`config.mk`:
```
export PLATFORM = sky130hd
export DESIGN_NAME = axil_master_engine
export DESIGN_NICKNAME = d
export VERILOG_FILES = /design/src/rtl/axil_pkg.sv /design/src/rtl/axil_watchdog.sv /design/src/rtl/axil_master_engine.sv
export SDC_FILE = /design/constraint.sdc
export NUM_CORES = 1
export LEC_CHECK = 0
export CORE_MARGIN = 4
export CORE_UTILIZATION = 42
export DETAILED_ROUTE_END_ITERATION = 12
export PLACE_DENSITY = 0.86
export REMOVE_ABC_BUFFERS = 1
export SLEW_MARGIN = 25
export SYNTH_ARGS = -nofsm -noshare
export SYNTH_HDL_FRONTEND = slang
export SYNTH_SLANG_ARGS = --single-unit
export TNS_END_PERCENT = 30
```
`constraint.sdc`:
```
create_clock -name ACLK -period 2.57 [get_ports ACLK]
set_input_delay 0.514 -clock ACLK [delete_from_list [all_inputs] [get_ports ACLK]]
set_output_delay 0.514 -clock ACLK [all_outputs]
set_load 0.01 [all_outputs]
```
`src/rtl/axil_pkg.sv`:
```
// Shared types and constants for the AXI4-Lite master engine.
package axil_pkg;

  typedef enum logic [2:0] {
    ST_IDLE    = 3'd0,
    ST_WR_REQ  = 3'd1,
    ST_WR_RESP = 3'd2,
    ST_RD_REQ  = 3'd3,
    ST_RD_DATA = 3'd4,
    ST_RSP     = 3'd5
  } state_e;

  localparam logic [1:0] RESP_OKAY   = 2'b00;
  localparam logic [1:0] RESP_EXOKAY = 2'b01;
  localparam logic [1:0] RESP_SLVERR = 2'b10;
  localparam logic [1:0] RESP_DECERR = 2'b11;

  localparam logic [3:0] DEFAULT_CACHE = 4'b0011;
  localparam logic [2:0] DEFAULT_PROT  = 3'b000;

  // States in which the engine is waiting on an AXI handshake.
  function automatic logic is_wait_state(input state_e s);
    return (s == ST_WR_REQ) || (s == ST_WR_RESP) || (s == ST_RD_REQ) || (s == ST_RD_DATA);
  endfunction

endpackage

```
`src/rtl/axil_watchdog.sv`:
```
// Handshake watchdog: counts cycles since the last load while enabled; sticky flag on expiry.
module axil_watchdog #(
  parameter int unsigned TIMEOUT = 1024
) (
  input  logic ACLK,
  input  logic ARESET,
  input  logic load,
  input  logic enable,
  output logic expired
);

  localparam int unsigned CW = $clog2(TIMEOUT + 2);
  localparam logic [CW-1:0] LIMIT = CW'(TIMEOUT);

  logic [CW-1:0] cnt;

  // TIMEOUT of zero leaves the counter parked and the flag clear.
  always_ff @(posedge ACLK) begin
    if (ARESET) begin
      cnt     <= '0;
      expired <= 1'b0;
    end else if (TIMEOUT != 0) begin
      if (load) begin
        cnt <= '0;
      end else if (enable && (cnt != LIMIT)) begin
        cnt <= cnt + CW'(1);
      end
      if (!load && enable && (cnt == LIMIT - CW'(1))) begin
        expired <= 1'b1;
      end
    end
  end

endmodule

```
`src/rtl/axil_master_engine.sv`:
```
// AXI4-Lite master: converts single-beat commands into AW/W/B or AR/R transactions
// and returns one response per command. One transaction outstanding.
module axil_master_engine
  import axil_pkg::*;
#(
  parameter int unsigned ADDR_WIDTH = 32,
  parameter int unsigned DATA_WIDTH = 32,
  parameter logic [3:0]  AXI_CACHE  = DEFAULT_CACHE,
  parameter logic [2:0]  AXI_PROT   = DEFAULT_PROT,
  parameter int unsigned TIMEOUT    = 1024
) (
  input  logic                    ACLK,
  input  logic                    ARESET,
  input  logic                    cmd_valid,
  output logic                    cmd_ready,
  input  logic                    cmd_write,
  input  logic [ADDR_WIDTH-1:0]   cmd_addr,
  input  logic [DATA_WIDTH-1:0]   cmd_wdata,
  input  logic [DATA_WIDTH/8-1:0] cmd_wstrb,
  output logic                    rsp_valid,
  input  logic                    rsp_ready,
  output logic                    rsp_write,
  output logic [DATA_WIDTH-1:0]   rsp_rdata,
  output logic [1:0]              rsp_resp,
  output logic                    err_timeout,
  output logic [ADDR_WIDTH-1:0]   M_AXI_AWADDR,
  output logic [3:0]              M_AXI_AWCACHE,
  output logic [2:0]              M_AXI_AWPROT,
  output logic                    M_AXI_AWVALID,
  input  logic                    M_AXI_AWREADY,
  output logic [DATA_WIDTH-1:0]   M_AXI_WDATA,
  output logic [DATA_WIDTH/8-1:0] M_AXI_WSTRB,
  output logic                    M_AXI_WVALID,
  input  logic                    M_AXI_WREADY,
  input  logic                    M_AXI_BVALID,
  output logic                    M_AXI_BREADY,
  input  logic [1:0]              M_AXI_BRESP,
  output logic [ADDR_WIDTH-1:0]   M_AXI_ARADDR,
  output logic [3:0]              M_AXI_ARCACHE,
  output logic [2:0]              M_AXI_ARPROT,
  output logic                    M_AXI_ARVALID,
  input  logic                    M_AXI_ARREADY,
  input  logic [DATA_WIDTH-1:0]   M_AXI_RDATA,
  input  logic [1:0]              M_AXI_RRESP,
  input  logic                    M_AXI_RVALID,
  output logic                    M_AXI_RREADY
);

  state_e                    state_q, state_d;
  logic                      aw_done_q, aw_done_d, w_done_q, w_done_d;
  logic                      aw_fin, w_fin, accept;
  logic [ADDR_WIDTH-1:0]     addr_q, addr_d;
  logic [DATA_WIDTH-1:0]     wdata_q, wdata_d;
  logic [DATA_WIDTH/8-1:0]   wstrb_q, wstrb_d;
  logic                      awvalid_d, wvalid_d, bready_d, arvalid_d, rready_d;
  logic [3:0]                awcache_d, arcache_d;
  logic [2:0]                awprot_d, arprot_d;
  logic                      cmd_ready_d, rsp_valid_d, rsp_write_d;
  logic [DATA_WIDTH-1:0]     rsp_rdata_d;
  logic [1:0]                rsp_resp_d;

  assign accept = (state_q == ST_IDLE) && cmd_valid && cmd_ready;
  assign aw_fin = aw_done_q || (M_AXI_AWVALID && M_AXI_AWREADY);
  assign w_fin  = w_done_q  || (M_AXI_WVALID  && M_AXI_WREADY);

  assign M_AXI_AWADDR = addr_q;
  assign M_AXI_ARADDR = addr_q;
  assign M_AXI_WDATA  = wdata_q;
  assign M_AXI_WSTRB  = wstrb_q;

  // State and registered outputs.
  always_ff @(posedge ACLK) begin
    if (ARESET) begin
      state_q       <= ST_IDLE;
      aw_done_q     <= 1'b0;
      w_done_q      <= 1'b0;
      addr_q        <= '0;
      wdata_q       <= '0;
      wstrb_q       <= '0;
      M_AXI_AWVALID <= 1'b0;
      M_AXI_WVALID  <= 1'b0;
      M_AXI_BREADY  <= 1'b0;
      M_AXI_ARVALID <= 1'b0;
      M_AXI_RREADY  <= 1'b0;
      M_AXI_AWCACHE <= '0;
      M_AXI_AWPROT  <= '0;
      M_AXI_ARCACHE <= '0;
      M_AXI_ARPROT  <= '0;
      cmd_ready     <= 1'b1;
      rsp_valid     <= 1'b0;
      rsp_write     <= 1'b0;
      rsp_rdata     <= '0;
      rsp_resp      <= RESP_OKAY;
    end else begin
      state_q       <= state_d;
      aw_done_q     <= aw_done_d;
      w_done_q      <= w_done_d;
      addr_q        <= addr_d;
      wdata_q       <= wdata_d;
      wstrb_q       <= wstrb_d;
      M_AXI_AWVALID <= awvalid_d;
      M_AXI_WVALID  <= wvalid_d;
      M_AXI_BREADY  <= bready_d;
      M_AXI_ARVALID <= arvalid_d;
      M_AXI_RREADY  <= rready_d;
      M_AXI_AWCACHE <= awcache_d;
      M_AXI_AWPROT  <= awprot_d;
      M_AXI_ARCACHE <= arcache_d;
      M_AXI_ARPROT  <= arprot_d;
      cmd_ready     <= cmd_ready_d;
      rsp_valid     <= rsp_valid_d;
      rsp_write     <= rsp_write_d;
      rsp_rdata     <= rsp_rdata_d;
      rsp_resp      <= rsp_resp_d;
    end
  end

  always_comb begin
    state_d = state_q;
    unique case (state_q)
      ST_IDLE:    if (accept) state_d = cmd_write ? ST_WR_REQ : ST_RD_REQ;
      ST_WR_REQ:  if (aw_fin && w_fin) state_d = ST_WR_RESP;
      ST_WR_RESP: if (M_AXI_BVALID) state_d = ST_RSP;
      ST_RD_REQ:  if (M_AXI_ARREADY) state_d = ST_RD_DATA;
      ST_RD_DATA: if (M_AXI_RVALID) state_d = ST_RSP;
      ST_RSP:     if (rsp_ready) state_d = ST_IDLE;
      default:    state_d = ST_IDLE;
    endcase
  end

  // Next values of all registered outputs, derived from the upcoming state.
  always_comb begin
    aw_done_d   = (state_q == ST_WR_REQ) && aw_fin;
    w_done_d    = (state_q == ST_WR_REQ) && w_fin;
    awvalid_d   = (state_d == ST_WR_REQ) && !aw_done_d;
    wvalid_d    = (state_d == ST_WR_REQ) && !w_done_d;
    bready_d    = (state_d == ST_WR_RESP);
    arvalid_d   = (state_d == ST_RD_REQ);
    rready_d    = (state_d == ST_RD_DATA);
    awcache_d   = awvalid_d ? AXI_CACHE : 4'b0000;
    awprot_d    = awvalid_d ? AXI_PROT  : 3'b000;
    arcache_d   = arvalid_d ? AXI_CACHE : 4'b0000;
    arprot_d    = arvalid_d ? AXI_PROT  : 3'b000;
    cmd_ready_d = (state_d == ST_IDLE);
    rsp_valid_d = (state_d == ST_RSP);
    rsp_write_d = rsp_write;
    rsp_rdata_d = rsp_rdata;
    rsp_resp_d  = rsp_resp;
    addr_d      = addr_q;
    wdata_d     = wdata_q;
    wstrb_d     = wstrb_q;
    if (accept) begin
      addr_d = cmd_addr;
      if (cmd_write) begin
        wdata_d = cmd_wdata;
        wstrb_d = cmd_wstrb;
      end
    end
    if ((state_q == ST_WR_RESP) && M_AXI_BVALID) begin
      rsp_write_d = 1'b1;
      rsp_rdata_d = '0;
      rsp_resp_d  = M_AXI_BRESP;
    end
    if ((state_q == ST_RD_DATA) && M_AXI_RVALID) begin
      rsp_write_d = 1'b0;
      rsp_rdata_d = M_AXI_RDATA;
      rsp_resp_d  = M_AXI_RRESP;
    end
  end

  axil_watchdog #(
    .TIMEOUT (TIMEOUT)
  ) u_watchdog (
    .ACLK    (ACLK),
    .ARESET  (ARESET),
    .load    (state_d != state_q),
    .enable  (is_wait_state(state_q)),
    .expired (err_timeout)
  );

endmodule

```
# Word-level counts from Yosys, hierarchy flattened
# Cells that the tools add are included.
[word_totals]
elab_cells = 76
latch_bits = 0
ramBits = 0
memories = 0
register_bits = 135
mem_bits_ro = 0
input_bits = 114
out_inout_bits = 157
[classes]
bitwise = 0
add_sub_neg = 1
shifts = 0
mul = 0
eq_ne = 13
order_cmp = 0
reduce_logical = 28
div_mod_pow = 0
mux = 14
[ops]
columns = ["operator", "n"]
rows = [
  ["$mux 32", 2],
  ["$mux 3", 6],
  ["$pmux 3 s6", 1],
  ["$logic_and 1x1->1", 14],
  ["$eq 3x2->1 const B", 4],
  ["$eq 3x3->1 const B", 4],
  ["$add 11x1->11 const B", 1],
  ["$eq 11x10->1 const B", 1],
  ["$ne 11x11->1 const B", 1],
  ["$mux 2", 5],
  ["$eq 3x1->1 const B", 2],
  ["$logic_not 3->1", 2],
  ["$logic_or 1x1->1", 5],
  ["$reduce_or 2->1", 2],
  ["$logic_not 1->1", 3],
  ["$ne 3x3->1", 1],
  ["$reduce_and 2->1", 1],
  ["$reduce_bool 2->1", 1],
]

# Longest topological paths before layout
# Gate-level depths: netlist (run 1).
[depth]
ltp_word = 9
mapped_depth = 7
mapped_depth_nobuf = 6

# By module
# From an unflattened synthesis (run 1), not the netlist that was laid out.
[unflattened]
cells_unflattened = 606
area_unflattened_um2 = 5176.2
[by_module_without_submodules]
columns = ["mod", "seq_area_each_um2", "cells_each", "area_per_inst_um2", "instances"]
rows = [
  ["axil_master_engine", 2302.2, 526, 4496.8, 1],
  ["axil_watchdog", 240.2, 80, 679.4, 1],
]

# Worst setup path after synthesis (run 1)
# Ideal clock, no wire load.
[synth_path]
kind = "input to register"
start = "input cmd_valid"
end = "register M_AXI_WVALID"
n_path_buf = 1
path_slack_ps = 862
required_ps = 2483
setup_time_ps = 87
path_stages = 6
arrival_time_ps = 1621
cell_sequence = "nor2b_1 > and3_1 > buf_6 > a222oi_1 > nand2_1 > nor4b_2"
[synth_between]
elab_chain_len = 6
[synth_lines]
columns = ["item", "line", "rtl"]
rows = [
  ["start: declaration", "axil_master_engine.sv:14", "input logic cmd_valid,"],
  ["$logic_and 1x1->1 (2 in series)", "axil_master_engine.sv:62", "assign accept = (state_q == ST_IDLE) && cmd_valid && cmd_ready;"],
  ["$mux 3", "axil_master_engine.sv:121", "ST_IDLE: if (accept) state_d = cmd_write ? ST_WR_REQ : ST_RD_REQ;"],
  ["$pmux 3 s6", "axil_master_engine.sv:120", "unique case (state_q)"],
  ["$eq 3x1->1", "axil_master_engine.sv:136", "wvalid_d = (state_d == ST_WR_REQ) && !w_done_d;"],
  ["$logic_and 1x1->1", "axil_master_engine.sv:136", ""],
  ["end signal: assignment", "axil_master_engine.sv:102", "M_AXI_WVALID <= wvalid_d;"],
  ["end: declaration", "axil_master_engine.sv:33", "output logic M_AXI_WVALID,"],
]
# No other way between the ends.
# A chain may end at the register's enable or synchronous reset.

# Final worst setup path (run 1)
[layout_path]
start = "register state_q[1]"
end = "register u_watchdog.expired"
[layout_between]
elab_chain_len = 9
elab_cells_between_ends = 22
classes_between = "eq/ne (6); mux (7); reduce/logical (9)"
[layout_lines]
columns = ["item", "line", "rtl"]
rows = [
  ["start: declaration", "axil_master_engine.sv:49", "state_e state_q, state_d;"],
  ["start signal: assignment", "axil_master_engine.sv:95", "state_q <= state_d;"],
  ["$logic_not 3->1", "axil_master_engine.sv:62, axil_master_engine.sv:120", ""],
  ["$logic_and 1x1->1 (2 in series)", "axil_master_engine.sv:62", ""],
  ["$mux 3", "axil_master_engine.sv:121", ""],
  ["$pmux 3 s6", "axil_master_engine.sv:120", ""],
  ["$ne 3x3->1", "axil_master_engine.sv:176", ".load (state_d != state_q),"],
  ["$logic_not 1->1", "axil_watchdog.sv:28", "if (!load && enable && (cnt == LIMIT - CW'(1))) begin"],
  ["$logic_and 1x1->1 (*) (2 in series)", "axil_watchdog.sv:28", ""],
  ["end signal: assignment", "axil_watchdog.sv:21", "expired <= 1'b0;"],
  ["end signal: assignment", "axil_watchdog.sv:29", "expired <= 1'b1;"],
  ["end: declaration", "axil_watchdog.sv:9", "output logic expired"],
]
# Every way passes the cells marked *; elsewhere a longest branch is shown, timed or not.

==> metrics.yaml, run 1 <==
route:
  drt-pass1-iter-count: 6
  wl_per_cell_um: 15.70
  via_per_inst: 4.983
  ant_nets: 0
  drt_first_iter_violations: 286
  drc: 0
  drt_wl_total_um: 15160
  num_vias: 4809
hold_path:
  hp-class: "in -> reg"
clock_tree:
  cts_num_sinks: 127
  cts_tree: "built"
  clk_root_buffer_cell: "clkbuf_16"
  clkLatencyLatePin_ns: 0.41
  cts_resized: 0
  post_cts_buffers: 0
  ctsHoldBuffers: 0
  clk_path_buf_depth: 2
  clkTransAtPathRegs_ns: 0.05
  numCtsBuffers: 17
  htreeDepth: 4
logic_synthesis:
  ys_seq_area_frac: 0.5163
  synth_top_area_frac: 0.5163
  yosysWarnings: 0
  synth_cells: 591
  synth_area_sq_um: 4925
  synth-main-ff-cell: "dfxtp_1"
  synth_cell_types: 44
  synth_area_per_cell_sq_um: 8.333
  synth_edf_count: 0
  yosysMostFrequentCell: "nand2_1"
  synthTopCellsByCount: "nand2_1, dfxtp_1, a21oi_1, nor2_1, buf_4"
  synthTopCellsByArea: "dfxtp_1, nand2_1, a21oi_1"
  synth_seq_cells: 127
  synth.largest_area_cell: "dfxtp_1"
  synthArstFlopShare: 0
worst_setup_path:
  slowest_delay_ns: 0.73
  cp-start-kind: "register"
  cp_slowest_cell: "o221ai_1"
  crit_chain: "nor2b_1 -> o2bb2ai_1 -> nor2_1 -> o221ai_1 -> o22ai_1"
  critical_path_arrival_ns: 2.38
  critPathKind: "reg -> reg"
  crit_fanout: 12
  reg2reg_setup_slack_ns: 0.43
  critPathCaptureType: "register"
  worstPathRequired_ns: 2.82
sta:
  fin_crit_sh: 0.8309
  clock.fmax_mhz: 468.3
  relSlewSlack: 0.3885
  hold_violations: 0
  worst_slack_ns: 0.4346
  tightest_slew_ns: 0.9172
  drv_slew: 0
  whs_ns: 0.3122
  skew_ns: 0.01232
  layout_min_cycle_time_ns: 2.135
  setup_viol: 0
  grt_setup_unrepaired: "no"
floorplan:
  core_area_sq_um: 11470
  die-area_sq_um: 13520
  die_y_um: 116.3
  initial_utilization: 0.4295
  die_w_um: 116.3
  ios: 271
  num_rows: 39
grt:
  gr-usage-all-layers: 0.2148
  first_global_vias: 4564
  grtUsageMet3: 0.06218
  grt_pass1_wl_um: 22780
  grt_max_degree: 60
  antenna_found_initial: 0
  met2_usage: 0.3905
  overflow: 0
  busiest_layer: "met2"
  grt_util_met1: 0.2342
placement:
  dpl_worst_slack_ns: 0.09581
  gp_congestion: 0.8332
  io_buffers: 260
  hpwl_um: 11210
  placed_cell_area_sq_um: 7332
finish:
  antenna_cells: 0
  syn_to_final_growth_pct: 61.08
  final_area_sq_um: 7933
  post-route-util: 0.6918
  finish.net_count: 926
  drive_gt1_frac: 0.05474
  fill_cells: 837
pwr:
  vdd_drop_max_mv: 0.4740
  leakage_nw: 2.895
  power_mw: 6.247
  pwr_density_cell_nw_per_um2: 787.5
flow_run:
  cap_violations: 0
outcome:
  outcome: "finished clean"
## cell families (layout without fill, tap and decap cells)
kind of cell | count (synthesis) | in the layout | synth area share
buf+inv | 90 | 312 | 0.1072
simple gates | 237 | 237 | 0.1997
xor+xnor | 8 | 8 | 0.01423
compound gates | 123 | 123 | 0.1507
other cells | 1 | 10 | 0.0007615
fa+ha+maj | 2 | 2 | 0.005080
flops | 127 | 127 | 0.5163
mux | 3 | 3 | 0.006098
## report_power, final
| part | switching (mW) | internal [mW] | leakage [nW] |
|---|---|---|---|
| Clock | 0.798 | 1.62 | 0.297 |
| Sequential | 0.152 | 2.16 | 1.03 |
| Combinational | 0.736 | 0.787 | 1.57 |
## worst max-delay path, delay by kind of cell (launching register included)
kind	cells	cell delay (ns)
AND/OR/NAND/NOR	2	0.42
AO/OA/AOI/OAI	3	1.10
flip-flops	1	0.45
## routing by layer
metal	wire, um	vias to the layer above
met5	0	-
met4	278	0
met3	1214	24
met2	7953	204
met1	5708	2236
li1	-	2345
## cells in the final DEF (no fill, tap or decap), types with 2 or more instances in the layout
cell type,Yosys,final
clkbuf_8,0,4
a22oi_1,33,33
or2_2,2,2
clkbuf_16,0,17
mux2i_1,3,3
conb_1,1,10
nand3_1,5,5
xnor2_1,7,7
nand4_1,2,2
a21oi_1,75,75
a211oi_1,2,2
nor2b_1,4,4
nor2_1,61,60
buf_4,46,12
a21o_1,2,2
clkinv_2,0,3
clkbuf_1,22,4
inv_1,10,10
nor4_1,3,3
and3_1,2,2
bufinv_16,0,3
nand2b_1,4,4
ha_1,2,2
dfxtp_1,127,127
nor3_1,4,4
clkdlybuf4s50_1,0,259
nand2_1,141,141
or3_1,3,3
## metrics by stage
step	TNS, ns	cells
floorplan	-12.07	520
global placement	0	934
detailed placement	0	934
CTS	0	965
global route	0	965
finish	0	965
## final timing paths
| check | cells after the start | startpoint | to |
|---|---|---|---|
| worst min register to register | 2 | M_AXI_WDATA[5] | M_AXI_WDATA[5] |
| worst max register to register | 5 | state_q[1] | u_watchdog.expired |
| worst max-delay path | 5 | state_q[1] | u_watchdog.expired |
| worst min-delay path | 2 | ARESET | rsp_resp[0] |
## state kept, by name, indices dropped and copies added, names as in the netlist
register / flops
rsp_resp: 2
aw_done_q: 1
M_AXI_AWCACHE: 1
M_AXI_WDATA: 32
M_AXI_ARADDR: 32
rsp_valid: 1
M_AXI_ARCACHE: 1
M_AXI_WVALID: 1
u_watchdog.expired: 1
rsp_write: 1
rsp_rdata: 32
M_AXI_BREADY: 1
M_AXI_WSTRB: 4
w_done_q: 1
M_AXI_RREADY: 1
cmd_ready: 1
u_watchdog.cnt: 11
state_q: 3
## cell type report
class                   count  area [sq um]  area share
repair buffers            271          2683      0.3382
flip-flops and latches    127          2542      0.3205
multi-input cells         383          1891      0.2383
clock buffers              25         495.5     0.06246
well taps                 143         178.9     0.02256
clock inverters             6         105.1     0.01325
inverters                  10         37.54    0.004732
Power figures use the tool's default switching activity.
==> inputs of run 2 (changes only) <==
--- a/config.mk
+++ b/config.mk
@@ -6,9 +6,9 @@
 export NUM_CORES = 1
 export LEC_CHECK = 0
 export CORE_MARGIN = 4
-export CORE_UTILIZATION = 42
+export CORE_UTILIZATION = 39
 export DETAILED_ROUTE_END_ITERATION = 12
-export PLACE_DENSITY = 0.86
+export PLACE_DENSITY = 0.81
 export REMOVE_ABC_BUFFERS = 1
 export SLEW_MARGIN = 25
 export SYNTH_ARGS = -nofsm -noshare
==> constraint.sdc (replaced) <==
create_clock -name ACLK -period 2.1 [get_ports ACLK]
set_input_delay 0.42 -clock ACLK [delete_from_list [all_inputs] [get_ports ACLK]]
set_output_delay 0.42 -clock ACLK [all_outputs]
set_load 0.01 [all_outputs]
==> run 2 against run 1 <==
Against the previous run:
- cell area grew 0.58%
- sequential power grew 22%
- cell count grew 2.4%
- utilization shrank 3.6 points
- worst setup slack lost 0.17 ns
==> metrics.yaml, run 2 (synthesis results as in run 1) <==
clock_tree:
  numCtsBuffers: 17
  ctsHoldBuffers: 0
  clk_root_buffer_cell: "clkbuf_16"
  post_cts_buffers: 0
  clk_path_buf_depth: 2
  clkLatencyLatePin_ns: 0.40
  cts_resized: 0
  cts_num_sinks: 127
  htreeDepth: 4
  clkTransAtPathRegs_ns: 0.05
  cts_tree: "built"
route:
  wl_per_cell_um: 15.25
  via_per_inst: 4.846
  drt-pass1-iter-count: 5
  drt_wl_total_um: 15070
  drt_first_iter_violations: 353
  drc: 0
  num_vias: 4788
  ant_nets: 0
finish:
  final_common_cell: "clkdlybuf4s50_1"
  post-route-util: 0.6561
  drive_gt1_frac: 0.05488
  layoutNonFillerInstCount: 988
  layout_common_cells: "clkdlybuf4s50_1, nand2_1, dfxtp_1, a21oi_1, nor2_1"
  finish.net_count: 925
  antenna_cells: 0
  syn_to_final_growth_pct: 62.02
floorplan:
  core_area_sq_um: 12160
  num_rows: 40
  die_y_um: 120.4
  initial_utilization: 0.4049
  die_w_um: 120.4
  die-area_sq_um: 14490
  ios: 271
sta:
  setup_viol: 0
  skew_ns: 0.007842
  drv_slew: 0
  layout_min_cycle_time_ns: 1.833
  tns_ns: 0
  clock.fmax_mhz: 545.6
  hold_violations: 0
  grt_setup_unrepaired: "no"
  fin_crit_sh: 0.8727
worst_setup_path:
  r2r_cells: 5
  reg2reg_setup_slack_ns: 0.35
  r2r-start: "state_q[2]"
  critical_path_arrival_ns: 1.41
  crit_chain: "clkdlybuf4s50_1"
  cp_slowest_cell: "clkdlybuf4s50_1"
  crit_fanout: 4
  cp-start-kind: "register"
  slowest_delay_ns: 0.60
  worstPathRequired_ns: 1.68
  critPathKind: "reg -> out"
  critPathCaptureType: "output port"
  r2r-end: "M_AXI_WVALID"
  critPathBufInv: 1
  cp_top_family: "buffers and inverters"
grt:
  overflow: 0
  grt_pass1_wl_um: 23340
  first_global_vias: 4654
  grt_max_degree: 97
  gr-usage-all-layers: 0.2010
  antenna_found_initial: 0
placement:
  hpwl_um: 11460
  placed_cells: 958
  io_buffers: 260
  gp_congestion: 0.8302
flow_run:
  cap_violations: 0
hold_path:
  hold_start: "ARESET"
  hp-class: "in -> reg"
  whs_path_depth: 2
  holdPathEnd: "state_q[0]"
pwr:
  leakage_nw: 2.901
  pwr_density_cell_nw_per_um2: 943.4
  vdd_drop_max_mv: 0.5296
outcome:
  outcome: "finished clean"
-- run 2: power breakdown --
| part | internal [mW] | switching (mW) | total (mW) |
|---|---|---|---|
| clock | 1.85 | 0.967 | 2.81 |
| sequential | 2.64 | 0.168 | 2.81 |
| combinational | 0.994 | 0.911 | 1.90 |
| total | 5.48 | 2.05 | 7.53 |
-- run 2: metrics by stage --
step	instance area [sq um]	power [mW]	setup WS (ns)	hold WS (ns)
6_report	7979	7.527	0.2673	0.3577
5_1_grt	7979	7.892	0.1734	0.3440
4_1_cts	7979	7.614	0.2109	0.3356
3_5_place_dp	7406	4.778	-0.01519	0.4473
3_3_place_gp	7406	4.721	0.02634	0.4415
2_1_floorplan	4468	3.610	-0.7113	0.4537
-- run 2: how the worst max path moves through the flow --
| stage | from | to | slack (ns) | cells after the start |
|---|---|---|---|---|
| after floorplan | cmd_valid | M_AXI_WDATA[0] | -0.71 | 5 |
| after global placement | cmd_valid | M_AXI_WVALID | 0.03 | 6 |
| after detailed placement | cmd_valid | M_AXI_WVALID | -0.02 | 6 |
| after CTS | M_AXI_AWCACHE[0] | M_AXI_AWCACHE[0] | 0.21 | 1 |
| after global routing | M_AXI_AWCACHE[0] | M_AXI_AWCACHE[0] | 0.17 | 1 |
| final | M_AXI_AWCACHE[0] | M_AXI_AWCACHE[0] | 0.27 | 1 |
-- run 2: area by class of cell --
class	instances	area (sq um)
clock buffer	23	488.0
multi-input combinational	383	1891
inverter	10	37.54
timing repair buffer	270	2725
fill	983	4183
tap	168	210.2
sequential	127	2542
clock inverter	7	85.08
-- run 2: layer usage --
metal | GRT usage | vias to the layer above | routed length [um]
li1 | - | 2337 | -
met1 | 0.2258 | 2248 | 5779
met2 | 0.3563 | 178 | 7911
met3 | 0.06221 | 25 | 1090
met4 | 0.07507 | 0 | 285
met5 | 0 | - | 0
